[src/rtl/div_pkg.sv]
// Shared constants for the restoring-division sequencer: ALU select codes and FSM state encoding.
package div_pkg;

  localparam logic [4:0] ALU_PASS = 5'b00000;
  localparam logic [4:0] ALU_SUB  = 5'b00101;
  localparam logic [4:0] ALU_SHL  = 5'b10100;

  typedef enum logic [1:0] {
    IDLE  = 2'd0,
    SHIFT = 2'd1,
    SUB   = 2'd2,
    DONE  = 2'd3
  } state_t;

endpackage

[src/rtl/div_sign_fix.sv]
// Combinational operand magnitude conversion and result sign restoration for signed division.
// Only instantiated by div_sequencer when SIGNED_DIV_EN is defined.
module div_sign_fix #(
  parameter int BITS = 32
) (
  input  logic                   signed_op,
  input  logic signed [BITS-1:0] dividend,
  input  logic signed [BITS-1:0] divisor,
  output logic        [BITS-1:0] dividend_mag,
  output logic        [BITS-1:0] divisor_mag,
  output logic                   neg_q,
  output logic                   neg_r,
  input  logic                   fix_neg_q,
  input  logic                   fix_neg_r,
  input  logic        [BITS-1:0] quotient_mag,
  input  logic        [BITS-1:0] remainder_mag,
  output logic        [BITS-1:0] quotient_fix,
  output logic        [BITS-1:0] remainder_fix
);

  logic dividend_neg;
  logic divisor_neg;

  assign dividend_neg = signed_op & dividend[BITS-1];
  assign divisor_neg  = signed_op & divisor[BITS-1];

  // The most negative value negates to itself, which is its correct unsigned magnitude.
  assign dividend_mag = dividend_neg ? BITS'(-dividend) : BITS'(dividend);
  assign divisor_mag  = divisor_neg  ? BITS'(-divisor)  : BITS'(divisor);

  assign neg_q = dividend_neg ^ divisor_neg;
  assign neg_r = dividend_neg;

  assign quotient_fix  = fix_neg_q ? BITS'(-quotient_mag)  : quotient_mag;
  assign remainder_fix = fix_neg_r ? BITS'(-remainder_mag) : remainder_mag;

endmodule

[src/rtl/div_sequencer.sv]
// Multi-cycle restoring-division controller driving an external ALU (shift step, then subtract step per bit).
// Optional signed division is built in when the macro SIGNED_DIV_EN is defined.
module div_sequencer
  import div_pkg::*;
#(
  parameter int BITS = 32
) (
  input  logic            clk,
  input  logic            rst_n,
  input  logic            start,
  input  logic            signed_op,
  input  logic [BITS-1:0] dividend,
  input  logic [BITS-1:0] divisor,
  output logic            busy,
  output logic            out_valid,
  input  logic            out_ready,
  output logic [BITS-1:0] quotient,
  output logic [BITS-1:0] remainder,
  output logic            dbz,
  output logic            seq_err,
  output logic [4:0]      alu_select,
  output logic [BITS-1:0] alu_a,
  output logic [BITS-1:0] alu_b,
  input  logic [BITS-1:0] alu_out,
  input  logic            alu_cout,
  input  logic            alu_shift,
  input  logic            alu_lr
);

  localparam int CW = $clog2(BITS + 1);

  state_t            state;
  state_t            state_nxt;
  logic [BITS-1:0]   d_reg;
  logic [2*BITS-1:0] rq;
  logic [CW-1:0]     cnt;

  logic [BITS-1:0]   r_cur;
  logic [BITS-1:0]   r_nxt;
  logic [BITS-1:0]   q_nxt;
  logic [BITS-1:0]   q_final;
  logic [BITS-1:0]   r_final;
  logic [BITS-1:0]   dividend_mag;
  logic [BITS-1:0]   divisor_mag;
  logic              accept;
  logic              last_step;

  assign r_cur     = rq[2*BITS-1:BITS];
  assign accept    = (state == IDLE) && start;
  assign last_step = (state == SUB) && (cnt == CW'(BITS - 1));

  // Result of the current subtract step: restore on borrow, otherwise take the difference.
  assign r_nxt = alu_cout ? alu_out : r_cur;
  assign q_nxt = {rq[BITS-1:1], alu_cout};

`ifdef SIGNED_DIV_EN
  logic neg_q_in;
  logic neg_r_in;
  logic neg_q_reg;
  logic neg_r_reg;

  div_sign_fix #(
    .BITS(BITS)
  ) u_sign_fix (
    .signed_op     (signed_op),
    .dividend      (dividend),
    .divisor       (divisor),
    .dividend_mag  (dividend_mag),
    .divisor_mag   (divisor_mag),
    .neg_q         (neg_q_in),
    .neg_r         (neg_r_in),
    .fix_neg_q     (neg_q_reg),
    .fix_neg_r     (neg_r_reg),
    .quotient_mag  (q_nxt),
    .remainder_mag (r_nxt),
    .quotient_fix  (q_final),
    .remainder_fix (r_final)
  );

  always_ff @(posedge clk or negedge rst_n) begin
    if (!rst_n) begin
      neg_q_reg <= 1'b0;
      neg_r_reg <= 1'b0;
    end else if (accept) begin
      neg_q_reg <= neg_q_in;
      neg_r_reg <= neg_r_in;
    end
  end
`else
  logic unused_signed_op;

  assign unused_signed_op = signed_op;
  assign dividend_mag     = dividend;
  assign divisor_mag      = divisor;
  assign q_final          = q_nxt;
  assign r_final          = r_nxt;
`endif

  always_ff @(posedge clk or negedge rst_n) begin
    if (!rst_n) begin
      state <= IDLE;
    end else begin
      state <= state_nxt;
    end
  end

  always_comb begin
    state_nxt  = state;
    alu_select = ALU_PASS;
    alu_a      = '0;
    alu_b      = '0;
    case (state)
      IDLE: begin
        if (start) begin
          state_nxt = (divisor == '0) ? DONE : SHIFT;
        end
      end
      SHIFT: begin
        alu_select = ALU_SHL;
        alu_a      = r_cur;
        state_nxt  = SUB;
      end
      SUB: begin
        alu_select = ALU_SUB;
        alu_a      = r_cur;
        alu_b      = d_reg;
        state_nxt  = last_step ? DONE : SHIFT;
      end
      DONE: begin
        if (out_ready) begin
          state_nxt = IDLE;
        end
      end
      default: state_nxt = IDLE;
    endcase
  end

  // Working {R,Q} register and divisor; only meaningful between accept and DONE.
  always_ff @(posedge clk) begin
    if (accept) begin
      d_reg <= divisor_mag;
      rq    <= {{BITS{1'b0}}, dividend_mag};
    end else if (state == SHIFT) begin
      rq <= rq << 1;
    end else if (state == SUB) begin
      rq <= {r_nxt, q_nxt};
    end
  end

  always_ff @(posedge clk or negedge rst_n) begin
    if (!rst_n) begin
      busy      <= 1'b0;
      out_valid <= 1'b0;
      dbz       <= 1'b0;
      seq_err   <= 1'b0;
      cnt       <= '0;
      quotient  <= '0;
      remainder <= '0;
    end else begin
      if ((state == SHIFT) && !(alu_shift && alu_lr)) begin
        seq_err <= 1'b1;
      end
      case (state)
        IDLE: begin
          if (start) begin
            busy <= 1'b1;
            cnt  <= '0;
            dbz  <= (divisor == '0);
            if (divisor == '0) begin
              out_valid <= 1'b1;
              quotient  <= '1;
              remainder <= dividend;
            end
          end
        end
        SUB: begin
          cnt <= cnt + 1'b1;
          if (last_step) begin
            out_valid <= 1'b1;
            quotient  <= q_final;
            remainder <= r_final;
          end
        end
        DONE: begin
          if (out_ready) begin
            out_valid <= 1'b0;
            busy      <= 1'b0;
          end
        end
        default: ;
      endcase
    end
  end

endmodule
[config.mk]
export PLATFORM = sky130hd
export DESIGN_NAME = div_sequencer
export DESIGN_NICKNAME = d
export VERILOG_FILES = /design/src/rtl/div_pkg.sv /design/src/rtl/div_sign_fix.sv /design/src/rtl/div_sequencer.sv
export SDC_FILE = /design/constraint.sdc
export NUM_CORES = 1
export LEC_CHECK = 0
export ABC_AREA = 1
export BUFFER_PORTS_ARGS = -buffer_cell sky130_fd_sc_hd__buf_2
export CAP_MARGIN = 20
export CORE_MARGIN = 5
export CORE_UTILIZATION = 40
export DETAILED_ROUTE_END_ITERATION = 12
export GPL_ROUTABILITY_DRIVEN = 0
export PLACE_DENSITY = 0.66
export SYNTH_ARGS = -nofsm -noshare
export SYNTH_HDL_FRONTEND = slang
export SYNTH_SLANG_ARGS = --single-unit
[constraint.sdc]
create_clock -name clk -period 2.7 [get_ports clk]
set_input_delay 0.135 -clock clk [delete_from_list [all_inputs] [get_ports clk]]
set_output_delay 0.135 -clock clk [all_outputs]
set_load 0.02 [all_outputs]
# Yosys cells after proc, flatten, opt, wreduce, memory -nomap -nowiden
# Cells that the tools add are included.
dict set report totals {
  out_inout_bits 137
  memories 0
  regBits 172
  mem_bits_ro 0
  in_bits 104
  latch_bits 0
  wordCells 70
  mem_bits_rw 0
}
dict set report classes {
  shifts 0
  addsub 1
  n_div 0
  muxes 29
  n_reduce_logical 20
  bitwise 0
  eq_ne 8
  n_mul 0
  magnitude_cmp 0
}
# operator count
set op_table {}
lappend op_table {{$mux 32} 10}
lappend op_table {{$mux 64} 2}
lappend op_table {{$pmux 32 s2} 2}
lappend op_table {{$logic_not 32->1} 1}
lappend op_table {{$pmux 6 s2} 1}
lappend op_table {{$pmux 5 s2} 1}
lappend op_table {{$mux 2} 4}
lappend op_table {{$pmux 2 s4} 1}
lappend op_table {{$reduce_bool 2->1} 4}
lappend op_table {{$add 6x1->6 const B} 1}
lappend op_table {{$eq 6x5->1 const B} 1}
lappend op_table {{$mux 6} 1}
lappend op_table {{$ne 2x2->1 const B} 3}
lappend op_table {{$reduce_and 2->1} 3}
lappend op_table {{$reduce_bool 3->1} 2}
lappend op_table {{$mux 1} 5}
lappend op_table {{$reduce_and 5->1} 1}
lappend op_table {{$eq 2x2->1 const B} 2}
lappend op_table {{$logic_and 1x1->1} 4}
lappend op_table {{$reduce_and 4->1} 1}
lappend op_table {{$pmux 1 s3} 1}
lappend op_table {{$reduce_and 3->1} 1}
lappend op_table {{$eq 2x1->1 const B} 1}
lappend op_table {{$logic_not 2->1} 1}
lappend op_table {{4 further kinds} 4}

# Depth between registers and ports, before layout
# Gate-level depths: netlist of the first run.
dict set report logic_depth {
  word_depth 4
  ltp_mapped 11
}

# Worst setup path after synthesis of the first run
# No wires, ideal clock.
dict set report synth_path {
  path_type {register to register}
  from {reg state[0]}
  to {reg d_reg[0] (enable)}
  required_time_ns 2.291
  stages_incl_launch_ff 6
  n_path_buf 1
  t_arrival_ns 2.100
  path_slack_ns 0.191
  period_less_slack_ns 2.509
  cell_sequence {dfrtp_1 -> inv_1 -> ha_1 -> nand2_1 -> inv_2 -> clkbuf_1}
}
dict set report synth_between {
  elab_chain_len 2
}
# element line_no
set synth_lines {}
lappend synth_lines {{start, declared} div_sequencer.sv:32} ;# state_t state;
lappend synth_lines {{start signal, assigned} div_sequencer.sv:103} ;# state <= state_nxt;
lappend synth_lines {{$logic_not 2->1} div_sequencer.sv:49} ;# assign accept = (state == IDLE) && start;
lappend synth_lines {{$logic_and 1x1->1} div_sequencer.sv:49}
lappend synth_lines {{named net accept} div_sequencer.sv:45} ;# logic accept;
lappend synth_lines {{end signal, assigned} div_sequencer.sv:141} ;# d_reg <= divisor_mag;
lappend synth_lines {{end, declared} div_sequencer.sv:34} ;# logic [BITS-1:0] d_reg;
# The timed path passes the listed nets, and every way through them passes these cells.
# A chain may end at the register's enable or synchronous reset.

# Worst setup path in the final report of the first run
dict set report layout_path {
  from {reg state[0]}
  to {out alu_b[19]}
}
dict set report layout_between {
  elab_chain_len 2
}
# element line_no
set layout_lines {}
lappend layout_lines {{$eq 2x2->1} div_sequencer.sv:112} ;# case (state)
lappend layout_lines {{$mux 32} div_sequencer.sv:112}
lappend layout_lines {{end, declared} div_sequencer.sv:23} ;# output logic [BITS-1:0] alu_b,
# No other way between the ends.

==> metrics, run 1 <==
status complete, no violations; wire per inst 16.6 um; top-count cell post-synth nand2_1; post-synthesis adder-cell area fraction 0.0103; final setup fails 0; VDD IR max 890 uV; Seq pwr share 0.322; Most used DFF post-synth dfrtp_1; share of layout cells above drive strength 1 0.259; Yosys warnings 0; ANT nets after route 0; Boundary Pins 241; RSZ-0062 raised after global routing no; post_cts resized 0; r2r setup slk 0.34 ns; Worst Path Max Fanout 70; Least-Margin Pin Slew 0.743 ns; core area 21,000 um^2; Post-layout nets 1,376; Final Slew Violations 0; area fraction in compound gates after synthesis 0.100; Sw Share 0.463; post-route clock period utilization 0.882; Post-synth top cells nand2_1 (348), inv_1 (105), dfrtp_1 (76); Setup Skew 0.0109 ns; # Max-Cap Violations 0; grt total ovfl 0; post-CTS setup buffers 0; CTS tree built; CP max stage cell buf_4; cell count of the worst hold path 3; HPWL Detailed 17,500 um; Fin. Hold Viols 0; Clock Path Buffers 2; clock power share 0.171; Power Internal 0.00778 W; Post-Layout Inst Area 10,900 um^2; initial antenna violation count 3; DRT Wirelength 25,900 um; setup TNS 0 ns; Tot GR Track Use 0.207; most used cell, CP inv_1; Post-CTS Hold Buffers 37; Pleak 5.67 nW; register area share after synthesis 0.525; Residual DRC 0; #FFs+latches synth 172; initial core utilization 0.406; Yosys cell types 30; Initial DRT Pass Iterations 6; CP Capture Type primary output; initial DRC count 666; Switch Pwr 0.00672 W; CTS Sinks 172; Largest register FFs 64; Worst Path Required 2.57 ns; fmax 420 MHz; Die Y 156 um; cell area after synthesis 8510 um^2; Post-Route Utilization 0.520; Period minus WS final 2.38 ns; Die Area 24,300 um^2; Hold Startpoint dividend[29]; area share of and/or/nand/nor cells after synthesis 0.238; ordered cell list for the critical path inv_1, ha_2, buf_4, nand2_1, inv_1, buf_2; synth top area cells edfxtp_1 (23%), dfrtp_1 (22%), nand2_1 (15%); Hold EP rq[29]$_DFFE_PP_; WP data arrival 2.25 ns; htree depth 4; mux cell area share after synthesis 0.0365; CTS buffer count 17; port buffer count 237; largest reg by FF count rq; hold slack 0.0166 ns; synth-to-layout area growth 28.0%; number of synthesized flops with an enable pin 64; main combinational cell family by area after synthesis simple AND/OR/NAND/NOR gates; CP startpoint kind flop; vias in the first global route 7,222; Reg2Reg Launch Point state[0]$_DFFE_PN0P_; crit path buf inv count 4; RR Endpoint quotient[12]$_DFFE_PN0P_; root buf cell clkbuf_16; # rows 53; clk slew on worst S/H paths 0.07 ns; synthesized area per cell 8.30 um^2; Vias 7,602; Mapped Cells 1,025; Worst-Skew Late Latency 0.43 ns; top cell type's share of synthesized area 0.226; ys async rst share 0.442; Placed Area 9910 um^2; Via density 4.89; DIE WIDTH 156 um; Gate power share 0.506; first-pass GRT wire length 39,700 um; Power Density 1330 nW/um^2; largest net degree at the start of global routing 79; Post-Synth XOR/XNOR Area 0; crit path kind reg -> out; slew margin rel. 0.505; class of the worst hold path in -> reg; area leader, netlist edfxtp_1; Crit path max-delay family buffers and inverters; R2R cell count 10; Worst path max stage delay 0.58 ns
worst max path at each step:
stage / from / to / slack [ns] / cells past startpoint
after floorplan: state[0]$_DFFE_PN0P_ / d_reg[0]$_DFFE_PP_ / 0.19 / 5
after global placement: state[0]$_DFFE_PN0P_ / quotient[28]$_DFFE_PN0P_ / 0.39 / 10
after detailed placement: state[0]$_DFFE_PN0P_ / quotient[2]$_DFFE_PN0P_ / 0.34 / 10
after CTS: state[0]$_DFFE_PN0P_ / quotient[2]$_DFFE_PN0P_ / 0.33 / 10
after global routing: state[1]$_DFFE_PN0P_ / quotient[7]$_DFFE_PN0P_ / 0.11 / 10
final: state[0]$_DFFE_PN0P_ / alu_b[19] / 0.32 / 6
metal layers:
layer  up-vias  global-route usage  routed length, um
met5         -                   0                  0
met3        34              0.0313               1400
met1      3541               0.293              11800
met2       228               0.326              12200
met4         0              0.0700                496
li1       3799                   -                  -
power by group through the flow:
stage	Sequential, W	Combinational, W	Clock (W)
2_1_floorplan	0.00519	0.00453	0
3_3_place_gp	0.00468	0.00720	0
3_5_place_dp	0.00470	0.00731	0
4_1_cts	0.00466	0.00739	0.00252
5_1_grt	0.00480	0.00815	0.00263
6_report	0.00468	0.00734	0.00248
worst min-delay path, delay by kind of cell:
kind,cells,cell delay [ns]
simple gates,1,0.05
buf+inv,1,0.09
compound gates,1,0.05
cells by family (layout without fill, tap and decap cells):
group / Yosys count / count (layout)
flops: 172 / 172
mux: 31 / 31
other cells: 1 / 5
fa+ha+maj: 7 / 7
buf+inv: 181 / 433
simple gates: 489 / 489
compound gates: 144 / 144
cell type report:
cell class                 instances  area, um^2
antenna                            3        7.51
clock buffer                      18         429
clock inverter                    14         158
fill                            1980       10100
inverter                         109         410
multi-input combinational        673        3300
sequential                       172        4460
tap                              275         344
timing repair buffer             292        1780
stage by stage:
stage / setup WS (ns) / power [W] / std cells
5_1_grt: 0.109 / 0.0156 / 1556
3_5_place_dp: 0.342 / 0.0120 / 1483
2_1_floorplan: 0.191 / 0.00972 / 1026
6_report: 0.318 / 0.0145 / 1556
3_3_place_gp: 0.385 / 0.0119 / 1483
4_1_cts: 0.328 / 0.0146 / 1552
cell usage in the layout (no fill, tap or decap), drive strengths merged, types with 2 or more instances in the layout:
master       instances
a21oi                8
a31oi               33
buf                255
bufinv               2
clkbuf              18
clkinv               5
clkinvlp             3
conb                 2
dfrtp               76
dfxtp               32
diode                3
dlygate4sd3         37
edfxtp              64
ha                   7
inv                113
mux2i               31
nand2              349
nand3               71
nor2                30
nor3                 3
o21ai               71
o31ai               31
or2                 34
Power figures use the tool's default switching activity.
==> run 2, diff against run 1 <==
--- a/config.mk
+++ b/config.mk
@@ -12,7 +12,7 @@
 export CORE_UTILIZATION = 40
 export DETAILED_ROUTE_END_ITERATION = 12
 export GPL_ROUTABILITY_DRIVEN = 0
-export PLACE_DENSITY = 0.66
+export PLACE_DENSITY = 0.74
 export SYNTH_ARGS = -nofsm -noshare
 export SYNTH_HDL_FRONTEND = slang
 export SYNTH_SLANG_ARGS = --single-unit
==> metrics, run 2 (same netlist as run 1, synthesis figures left out) <==
first-pass GRT wire length 41,000 um (+3.1%); Switch Pwr 0.00673 W (about the same); most common cell after layout, fill and taps aside nand2_1; Reg2Reg Launch Point state[0]$_DFFE_PN0P_; R2R cell count 10 (unchanged); CTS buffer count 17 (unchanged); synth-to-layout area growth 29.0%; layout filler cell count 1,958 (-1.1%); CP startpoint kind flop; Residual DRC 0 (unchanged); CP max stage cell buf_4; Final Slew Violations 0 (unchanged); most used cell, CP inv_1; grt total ovfl 0 (unchanged); Die Area 24,300 um^2 (unchanged); setup TNS 0 ns (unchanged); Sw Share 0.459 (-0.00431); post_cts resized 0 (unchanged); Worst Path Max Fanout 70 (unchanged); slew margin rel. 0.489 (-0.0157); Via density 5.04 (+3.2%); Fin. Hold Viols 0 (unchanged); met2 wire len 12,300 um (+1.0%); met3 WL 1720 um (+23%); WP data arrival 2.28 ns (+0.03 ns); Power Internal 0.00793 W (+1.9%); Worst path max stage delay 0.57 ns (about the same); Die Y 156 um (unchanged); CTS Sinks 172 (unchanged); crit path kind reg -> out; port buffer count 237 (unchanged); DIE WIDTH 156 um (unchanged); M1 wire length 11,100 um (-5.6%); clk slew on worst S/H paths 0.07 ns (about the same); Power Density 1330 nW/um^2 (+0.26%); Tot GR Track Use 0.214 (+0.00664); fmax 413 MHz (-1.6%); RSZ-0062 raised after global routing no; power consumption 0.0147 W (+1.0%); DRT Wirelength 26,200 um (+1.4%); CTS tree built; Post-layout nets 1,380 (+0.29%); status complete, no violations; ordered cell list for the critical path inv_1, ha_2, buf_4, nand2_1, inv_1, buf_2; cell count of the worst hold path 3 (unchanged); largest reg by FF count rq; Worst Path Required 2.57 ns (about the same); ANT nets after route 0 (unchanged); largest net degree at the start of global routing 92 (+16%); Seq pwr share 0.319 (-0.003); initial core utilization 0.406 (unchanged); HPWL Detailed 17,600 um (+0.29%); initial antenna violation count 10 (+7); commonest non-fill, non-tap cells in the layout nand2_1 (348), buf_2 (236), inv_1 (105), dfrtp_1 (76), nand3_1 (71); Gate power share 0.498 (-0.008); DR top layer met5; post-route clock period utilization 0.896 (+0.0140); htree depth 4 (unchanged); CP Capture Type primary output; clock power share 0.182 (+0.011); # Max-Cap Violations 0 (unchanged); # rows 53 (unchanged); Post-CTS Hold Buffers 42 (+14%); initial DRC count 706 (+6.0%); Worst Setup EP alu_b[19]; RR Endpoint remainder[29]$_DFFE_PN0P_; share of layout cells above drive strength 1 0.258 (-0.000808); Pleak 5.71 nW (+0.84%); post-CTS setup buffers 0 (unchanged); Period minus WS final 2.42 ns (+0.0377 ns); Clock Path Buffers 2 (unchanged); vias in the first global route 7,671 (+6.2%); Initial DRT Pass Iterations 5 (-1); wire per inst 16.8 um (+0.75%); Setup Skew 0.0127 ns (+0.00178 ns); root buf cell clkbuf_16; Largest register FFs 64 (unchanged); critical path startpoint state[0]$_DFFE_PN0P_; Least-Margin Pin Slew 0.767 ns (+0.0236 ns); core area 21,000 um^2 (unchanged); VDD IR max 959 uV (+7.7%); Boundary Pins 241 (unchanged); Vias 7,897 (+3.9%); r2r setup slk 0.45 ns (+0.11 ns); class of the worst hold path in -> reg; Worst-Skew Late Latency 0.43 ns (about the same); final setup fails 0 (unchanged)
==> run 2: power groups by stage <==
stage / Sequential (W) / Clock (W) / Combinational, W
floorplan: 0.00519 / 0 / 0.00453
global placement: 0.00467 / 0 / 0.00710
detailed placement: 0.00470 / 0 / 0.00724
CTS: 0.00466 / 0.00270 / 0.00733
global route: 0.00481 / 0.00282 / 0.00810
finish: 0.00468 / 0.00267 / 0.00730
==> run 2: per-layer routing <==
| layer | vias up | global-route usage |
|---|---|---|
| met4 | 2 | 0.101 |
| met2 | 332 | 0.334 |
| met1 | 3684 | 0.286 |
| li1 | 3818 | - |
| met3 | 61 | 0.0422 |
| met5 | - | 0 |
==> run 2: per-stage QoR <==
stage / hold slack, ns / util / cells / area (um^2) / setup slack [ns]
after CTS: 0.000147 / 0.522 / 1556 / 10900 / 0.328
after floorplan: -0.161 / - / 1026 / 8510 / 0.191
final: 0.0130 / 0.524 / 1566 / 11000 / 0.281
after global routing: 0.0129 / 0.524 / 1566 / 11000 / 0.193
after detailed placement: 0.328 / 0.471 / 1482 / 9870 / 0.508
after global placement: 0.326 / 0.471 / 1482 / 9870 / 0.566
==> run 2: critical path: cells and delay by family (launching register included) <==
kind | cells | cell delay (ns)
buffers and inverters | 4 | 1.01
flip-flops | 1 | 0.40
adder cells (fa/ha/maj) | 1 | 0.21
AND/OR/NAND/NOR | 1 | 0.18
==> run 2: how the worst min path moves through the flow <==
| stage | startpoint | to | slack (ns) |
|---|---|---|---|
| floorplan | rst_n | busy$_DFFE_PN0P_ | -0.16 |
| global placement | divisor[7] | d_reg[7]$_DFFE_PP_ | 0.33 |
| detailed placement | divisor[28] | d_reg[28]$_DFFE_PP_ | 0.33 |
| CTS | dividend[10] | rq[10]$_DFFE_PP_ | 0.0001 |
| global route | dividend[13] | rq[13]$_DFFE_PP_ | 0.01 |
| finish | dividend[10] | rq[10]$_DFFE_PP_ | 0.01 |
==> run 2: cell type report <==
class	count	area [um^2]	area share
Clock buffer	21	492	0.0448
Clock inverter	11	154	0.0140
Timing Repair Buffer	296	1790	0.163
Inverter	109	409	0.0373
Multi-Input combinational cell	673	3300	0.301
Tap cell	275	344	0.0313
Sequential cell	172	4460	0.407
Antenna cell	9	22.5	0.00205
